===== src/rtl/opb_master_single.sv =====
// ---------------------------------------------------------------------------
// opb_master_single
//
// Single-beat OPB bus master. Accepts one user command (address, write data,
// byte enables, read/not-write), requests the bus, performs exactly one OPB
// transfer and returns read data plus a completion status. It handles
// arbitration, slave retry, error acknowledge and the no-acknowledge timeout.
// Everything runs in the OPB clock domain.
//
// Ports
//   OPB_Clk, OPB_Rst          clock, asynchronous active-high reset
//   cmd_valid / cmd_ready     command handshake
//   cmd_addr, cmd_data,       command payload (big-endian OPB bit order)
//   cmd_be, cmd_rnw
//   rsp_valid / rsp_ready     response handshake
//   rsp_data                  read data (0 for writes and failed transfers)
//   rsp_status                00 OK, 01 ERRACK, 10 TIMEOUT, 11 RETRY_EXHAUSTED
//   M_request, M_select,      master side of the OPB
//   M_ABus, M_BE, M_DBus,
//   M_RNW, M_seqAddr
//   OPB_MGrant, OPB_DBus,     arbiter grant and slave responses
//   OPB_xferAck, OPB_errAck,
//   OPB_retry, OPB_toutSup
//
// All outputs are registered. Their next values are derived from the next
// FSM state, so every output changes on the same edge as the state does.
// ---------------------------------------------------------------------------
module opb_master_single #(
  parameter int C_OPB_AWIDTH = 32,
  parameter int C_OPB_DWIDTH = 32,
  parameter int C_TIMEOUT    = 16,
  parameter int C_MAX_RETRY  = 4,
  parameter     C_FAMILY     = "virtex5"
) (
  input  logic                        OPB_Clk,
  input  logic                        OPB_Rst,
  input  logic                        cmd_valid,
  output logic                        cmd_ready,
  input  logic [0:C_OPB_AWIDTH-1]     cmd_addr,
  input  logic [0:C_OPB_DWIDTH-1]     cmd_data,
  input  logic [0:C_OPB_DWIDTH/8-1]   cmd_be,
  input  logic                        cmd_rnw,
  output logic                        rsp_valid,
  input  logic                        rsp_ready,
  output logic [0:C_OPB_DWIDTH-1]     rsp_data,
  output logic [1:0]                  rsp_status,
  output logic                        M_request,
  output logic                        M_select,
  output logic [0:C_OPB_AWIDTH-1]     M_ABus,
  output logic [0:C_OPB_DWIDTH/8-1]   M_BE,
  output logic [0:C_OPB_DWIDTH-1]     M_DBus,
  output logic                        M_RNW,
  output logic                        M_seqAddr,
  input  logic                        OPB_MGrant,
  input  logic [0:C_OPB_DWIDTH-1]     OPB_DBus,
  input  logic                        OPB_xferAck,
  input  logic                        OPB_errAck,
  input  logic                        OPB_retry,
  input  logic                        OPB_toutSup
);

  localparam int LP_WAIT_W = $clog2(C_TIMEOUT) + 1;
  localparam int LP_RTRY_W = $clog2(C_MAX_RETRY) + 1;
  localparam int LP_BE_W   = C_OPB_DWIDTH / 8;

  localparam logic [LP_WAIT_W-1:0] LP_WAIT_MAX = LP_WAIT_W'(C_TIMEOUT);
  localparam logic [LP_RTRY_W-1:0] LP_RTRY_MAX = LP_RTRY_W'(C_MAX_RETRY);

  localparam logic [1:0] LP_ST_OK      = 2'b00;
  localparam logic [1:0] LP_ST_ERRACK  = 2'b01;
  localparam logic [1:0] LP_ST_TIMEOUT = 2'b10;
  localparam logic [1:0] LP_ST_RETRY   = 2'b11;

  // The logic is family-independent; the parameter only keeps the block
  // drop-in compatible with the rest of the OPB core library.
  generate
    if (C_FAMILY == "") begin : g_family_unset
    end
  endgenerate

  typedef enum logic [1:0] {
    S_IDLE,
    S_REQ,
    S_XFER,
    S_RESP
  } state_t;

  state_t                    r_state;
  state_t                    w_state_nx;

  logic [LP_WAIT_W-1:0]      r_wait_cnt;
  logic [LP_WAIT_W-1:0]      w_wait_nx;
  logic [LP_RTRY_W-1:0]      r_retry_cnt;
  logic [LP_RTRY_W-1:0]      w_retry_nx;

  logic [0:C_OPB_DWIDTH-1]   w_rsp_data_nx;
  logic [1:0]                w_rsp_status_nx;
  logic                      w_latch;

  // Command latch (data only, no reset needed)
  logic [0:C_OPB_AWIDTH-1]   r_addr;
  logic [0:C_OPB_DWIDTH-1]   r_data;
  logic [0:LP_BE_W-1]        r_be;
  logic                      r_rnw;

  // Registered outputs
  logic                      r_cmd_ready;
  logic                      r_rsp_valid;
  logic [0:C_OPB_DWIDTH-1]   r_rsp_data;
  logic [1:0]                r_rsp_status;
  logic                      r_m_request;
  logic                      r_m_select;
  logic [0:C_OPB_AWIDTH-1]   r_m_abus;
  logic [0:LP_BE_W-1]        r_m_be;
  logic [0:C_OPB_DWIDTH-1]   r_m_dbus;
  logic                      r_m_rnw;

  // -------------------------------------------------------------------------
  // Next-state, counter and response computation
  // -------------------------------------------------------------------------
  always_comb begin
    w_state_nx      = r_state;
    w_wait_nx       = r_wait_cnt;
    w_retry_nx      = r_retry_cnt;
    w_rsp_data_nx   = r_rsp_data;
    w_rsp_status_nx = r_rsp_status;
    w_latch         = 1'b0;

    unique case (r_state)
      S_IDLE: begin
        if (cmd_valid && r_cmd_ready) begin
          w_latch    = 1'b1;
          w_wait_nx  = '0;
          w_retry_nx = '0;
          w_state_nx = S_REQ;
        end
      end

      S_REQ: begin
        if (OPB_MGrant) begin
          w_state_nx = S_XFER;
        end
      end

      S_XFER: begin
        // errAck outranks xferAck; both outrank retry; retry outranks timeout
        if (OPB_errAck) begin
          w_rsp_status_nx = LP_ST_ERRACK;
          w_rsp_data_nx   = '0;
          w_state_nx      = S_RESP;
        end else if (OPB_xferAck) begin
          w_rsp_status_nx = LP_ST_OK;
          w_rsp_data_nx   = r_rnw ? OPB_DBus : '0;
          w_state_nx      = S_RESP;
        end else if (OPB_retry) begin
          w_retry_nx = r_retry_cnt + 1'b1;
          w_wait_nx  = '0;
          if (w_retry_nx == LP_RTRY_MAX) begin
            w_rsp_status_nx = LP_ST_RETRY;
            w_rsp_data_nx   = '0;
            w_state_nx      = S_RESP;
          end else begin
            w_state_nx = S_REQ;
          end
        end else begin
          // toutSup freezes the count; the counter never wraps
          if (!OPB_toutSup && (r_wait_cnt != LP_WAIT_MAX)) begin
            w_wait_nx = r_wait_cnt + 1'b1;
          end
          if (w_wait_nx == LP_WAIT_MAX) begin
            w_rsp_status_nx = LP_ST_TIMEOUT;
            w_rsp_data_nx   = '0;
            w_state_nx      = S_RESP;
          end
        end
      end

      S_RESP: begin
        if (rsp_ready) begin
          w_rsp_status_nx = LP_ST_OK;
          w_rsp_data_nx   = '0;
          w_state_nx      = S_IDLE;
        end
      end

      default: begin
        w_state_nx = S_IDLE;
      end
    endcase
  end

  // -------------------------------------------------------------------------
  // State, counters and registered outputs
  // -------------------------------------------------------------------------
  always_ff @(posedge OPB_Clk or posedge OPB_Rst) begin
    if (OPB_Rst) begin
      r_state      <= S_IDLE;
      r_wait_cnt   <= '0;
      r_retry_cnt  <= '0;
      r_cmd_ready  <= 1'b0;
      r_rsp_valid  <= 1'b0;
      r_rsp_data   <= '0;
      r_rsp_status <= '0;
      r_m_request  <= 1'b0;
      r_m_select   <= 1'b0;
      r_m_abus     <= '0;
      r_m_be       <= '0;
      r_m_dbus     <= '0;
      r_m_rnw      <= 1'b0;
    end else begin
      r_state      <= w_state_nx;
      r_wait_cnt   <= w_wait_nx;
      r_retry_cnt  <= w_retry_nx;
      r_cmd_ready  <= (w_state_nx == S_IDLE);
      r_rsp_valid  <= (w_state_nx == S_RESP);
      r_rsp_data   <= w_rsp_data_nx;
      r_rsp_status <= w_rsp_status_nx;
      r_m_request  <= (w_state_nx == S_REQ);
      r_m_select   <= (w_state_nx == S_XFER);
      // Bus drivers must be all-zero outside XFER for the OPB wired-OR
      r_m_abus     <= (w_state_nx == S_XFER) ? r_addr : '0;
      r_m_be       <= (w_state_nx == S_XFER) ? r_be   : '0;
      r_m_dbus     <= ((w_state_nx == S_XFER) && !r_rnw) ? r_data : '0;
      r_m_rnw      <= (w_state_nx == S_XFER) && r_rnw;
    end
  end

  always_ff @(posedge OPB_Clk) begin
    if (w_latch) begin
      r_addr <= cmd_addr;
      r_data <= cmd_data;
      r_be   <= cmd_be;
      r_rnw  <= cmd_rnw;
    end
  end

  assign cmd_ready  = r_cmd_ready;
  assign rsp_valid  = r_rsp_valid;
  assign rsp_data   = r_rsp_data;
  assign rsp_status = r_rsp_status;
  assign M_request  = r_m_request;
  assign M_select   = r_m_select;
  assign M_ABus     = r_m_abus;
  assign M_BE       = r_m_be;
  assign M_DBus     = r_m_dbus;
  assign M_RNW      = r_m_rnw;
  assign M_seqAddr  = 1'b0;

endmodule


===== config.mk =====
export PLATFORM = sky130hd
export DESIGN_NAME = opb_master_single
export DESIGN_NICKNAME = d
export VERILOG_FILES = /design/src/rtl/opb_master_single.sv
export SDC_FILE = /design/constraint.sdc
export NUM_CORES = 1
export LEC_CHECK = 0
export CAP_MARGIN = 20
export CELL_PAD_IN_SITES_DETAIL_PLACEMENT = 1
export CELL_PAD_IN_SITES_GLOBAL_PLACEMENT = 1
export CORE_AREA = 2 2 133 135
export CTS_CLUSTER_SIZE = 8
export DETAILED_ROUTE_END_ITERATION = 10
export DIE_AREA = 0 0 135 137
export PLACE_DENSITY = 0.8
export SYNTH_ARGS = -nofsm -noshare
export SYNTH_HDL_FRONTEND = slang
export SYNTH_SLANG_ARGS = --single-unit

===== constraint.sdc =====
create_clock -name OPB_Clk -period 10.4 [get_ports OPB_Clk]
set_clock_uncertainty 0.2 [all_clocks]
set_input_delay 2.08 -clock OPB_Clk [delete_from_list [all_inputs] [get_ports OPB_Clk]]
set_output_delay 2.08 -clock OPB_Clk [all_outputs]
set_load 0.05 [all_outputs]

==> impl_metrics.tcl <==
set metrics [dict create \
    run_status "finished clean" \
    synth-edff-count 69 \
    numPortBuffers 216 \
    min_period_over_period_pct 42.5 \
    start_kind "input pin" \
    critPathBufInv 3 \
    maxClockFrequency_mhz 226 \
    clock-root-buffer "sky130_fd_sc_hd__clkbuf_16" \
    route.detailed.vias_per_inst 5.02 \
    fin_total_pwr_uw 2690 \
    cp.depth 7 \
    cts_tree "yes" \
    clock_tree.buffer_depth 2 \
    clk_transition_reported_paths_ps 70 \
    grt.met3_usage_pct 9.52 \
    lkg_pwr_uw 0.00377 \
    synth.avg_cell_area_um2 16.1 \
    postRouteWirelength_mm 17.2 \
    cp_max_fanout 57 \
    total_die_area_mm2 0.0185 \
    floorplan.rows 48 \
    worst_ep_required_time_ps 10510 \
    worstPathCellList "clkdlybuf4s50_1 -> a2111oi_2 -> o21bai_1 -> nand2_2 -> buf_4 -> inv_1 -> and2_1" \
    clock_latency_ps 430 \
    worst_ir_drop_vdd_v 0.000180 \
    start_util_pct 38.2 \
    worst_r2r_path_depth 8 \
    power.density_cell_area_mw_per_mm2 283 \
    yosys_reg_bits 186 \
    tritoncts.num_buffers 17 \
    antenna_found_initial 1 \
    largest_net_degree_at_the_start_of_global_routing 75 \
    critical_path.top_delay_family "buffers and inverters" \
    tightestPinTransition_ps 930 \
    drive_above_1_share_pct 7.61 \
    dieHeight_um 137 \
    postCtsResizedCells 0 \
    rsz0062_at_grt "no" \
    remaining_drc_errors 0 \
    ant_nets 0 \
    clock_period_minus_worst_slack_ps 4420 \
    hold-path-cell-count 1 \
    setup_violations 0 \
    setup.worst_path.class "input pin to flop" \
    timing.rr.start "r_retry_cnt[0]" \
    die_x_um 135 \
    busiest_layer "met2" \
    global_route_wire_length_before_repair_mm 26.6 \
    overall_fraction_of_global_route_tracks_in_use_pct 19.4 \
    synth_cell_type_count 39 \
    min_delay_src "rsp_status[0]" \
    slew_violations 0 \
    area_growth_syn_to_layout_pct 46.1 \
    top_level_pins 218 \
    slew_headroom_pct 38.0 \
    post_drt_wl_per_cell_um 20.0 \
    gp_congestion 0.801 \
    clkSinkCount 186 \
    synth_seq_area_share_pct 76.7 \
    detailroute.via_count 4303 \
    drt_pre_antenna_iters 5 \
    synth_async_sr_flop_share_pct 62.9 \
    worst_path_cell_with_the_longest_stage_delay "sky130_fd_sc_hd__buf_4" \
    met2_usage_pct 31.5 \
    htree_levels 4 \
    post_synth_instance_area_mm2 0.00652 \
    final_net_count 732 \
    coreArea_mm2 0.0171 \
    grt_util_met1_pct 22.7 \
    critPathMaxStageDelay_ps 560 \
    drt_iter0_markers 232 \
    worst_hold_path_type "flop to flop" \
    final-hold-violation-count 0 \
    yosys_warnings 0 \
    max_cap_viol_count 0 \
    synth_fp_nets 518 \
    cts.hold.buffers_added 0 \
    worstSetupEndpointType "flop" \
    crit_arrival_ps 4540 \
    timing.critical_path.from "OPB_errAck" \
    global_route.overflow_total 0 \
    worst_hold_slack_ps 280 \
    ys.flop_type "sky130_fd_sc_hd__dfrtp_1" \
    syn-instance-count 404 \
    post_route_setup_tns_ps 0 \
    hpwl_detailed_mm 11.7 \
    post_cts_setup_repair_bufs 0 \
    first_global_vias 4813 \
]
==> per-layer routing <==
metal,share of wire (%),up-vias
li1,-,1938
met1,40,2150
met2,49,190
met3,10,25
met4,1.3,0
met5,0,-
==> synthesized netlist by cell type (3+ instances only) <==
| library cell | instances | area, um^2 |
|---|---|---|
| sky130_fd_sc_hd__nor2b_1 | 4 | 25.0 |
| sky130_fd_sc_hd__a22o_1 | 33 | 289 |
| sky130_fd_sc_hd__nor3b_1 | 37 | 278 |
| sky130_fd_sc_hd__nor4b_1 | 32 | 280 |
| sky130_fd_sc_hd__buf_4 | 3 | 22.5 |
| sky130_fd_sc_hd__inv_1 | 9 | 33.8 |
| sky130_fd_sc_hd__o21ai_0 | 12 | 60.1 |
| sky130_fd_sc_hd__nand2_1 | 10 | 37.5 |
| sky130_fd_sc_hd__ha_1 | 4 | 50.1 |
| sky130_fd_sc_hd__nor2_1 | 5 | 18.8 |
| sky130_fd_sc_hd__nor3_1 | 6 | 30.0 |
| sky130_fd_sc_hd__a21oi_1 | 5 | 25.0 |
| sky130_fd_sc_hd__dfrtp_1 | 117 | 2930 |
| sky130_fd_sc_hd__nand2b_1 | 3 | 18.8 |
| sky130_fd_sc_hd__clkbuf_1 | 14 | 52.6 |
| sky130_fd_sc_hd__edfxtp_1 | 69 | 2070 |
| sky130_fd_sc_hd__buf_2 | 9 | 45.0 |
| sky130_fd_sc_hd__nand3_1 | 4 | 20.0 |
==> layout make-up <==
cell class | count | area (um^2)
inverters | 9 | 36.3
multi-input cells | 181 | 1370
flip-flops and latches | 186 | 5000
clock inverters | 15 | 175
well taps | 225 | 282
fillers | 1587 | 7530
repair buffers | 223 | 2230
diodes | 2 | 5.00
clock buffers | 17 | 425
==> metrics by stage <==
stage               cell area, um^2  cells  util, %  setup WS (ps)
global route                   9520    856     55.8           5740
global placement               8890    823     52.1           5650
floorplan                      6520    404        -           2180
CTS                            9520    856     55.8           5990
detailed placement             8920    824     52.3           5540
finish                         9520    858     55.8           5980
==> power by group <==
group	internal, uW	total [uW]	switching, uW	leakage (uW)
Clock	343	643	301	0.000286
Sequential	915	993	78.2	0.00221
Combinational	324	1060	735	0.00127
==> sequential cells by signal (all words and copies together), names as in the netlist <==
signal / cells
rsp_valid: 1
rsp_data: 32
cmd_ready: 1
r_addr: 32
r_data: 32
r_rnw: 1
r_state: 2
M_ABus: 32
r_retry_cnt: 3
M_select: 1
M_DBus: 32
r_wait_cnt: 5
r_be: 4
M_BE: 4
rsp_status: 2
M_request: 1
M_RNW: 1
==> cell families after synthesis <==
logic type               after synthesis  share of synthesized area (%)
XOR/XNOR                               3                          0.403
flip-flops                           186                           76.7
other                                  1                         0.0575
buffers and inverters                 37                           2.59
AO/OA/AOI/OAI                         64                           7.68
adder cells (fa/ha/maj)                4                          0.768
AND/OR/NAND/NOR                      109                           11.8
==> path summary, 6_finish.rpt <==
check | to | slack (ps)
worst max-delay path | rsp_valid | 5980
worst min-delay path | rsp_status[0] | 280
worst max register to register | rsp_valid | 7320
worst min register to register | rsp_status[0] | 280
max in group asynchronous | rsp_status[0] | 6760
min in group asynchronous | rsp_data[16] | 1900
==> placed cells by master (no fill, tap or decap), types with 5 or more instances in the layout <==
cell	instances
sky130_fd_sc_hd__inv_6	6
sky130_fd_sc_hd__nor3b_1	37
sky130_fd_sc_hd__inv_1	8
sky130_fd_sc_hd__a22o_1	33
sky130_fd_sc_hd__nand2_1	9
sky130_fd_sc_hd__o21ai_0	12
sky130_fd_sc_hd__a21oi_1	5
sky130_fd_sc_hd__clkbuf_16	17
sky130_fd_sc_hd__edfxtp_1	69
sky130_fd_sc_hd__nor4b_1	32
sky130_fd_sc_hd__nor2_1	5
sky130_fd_sc_hd__dfrtp_1	117
sky130_fd_sc_hd__clkdlybuf4s50_1	216
sky130_fd_sc_hd__buf_4	6
Note: power is estimated with default switching activity, not from simulation.
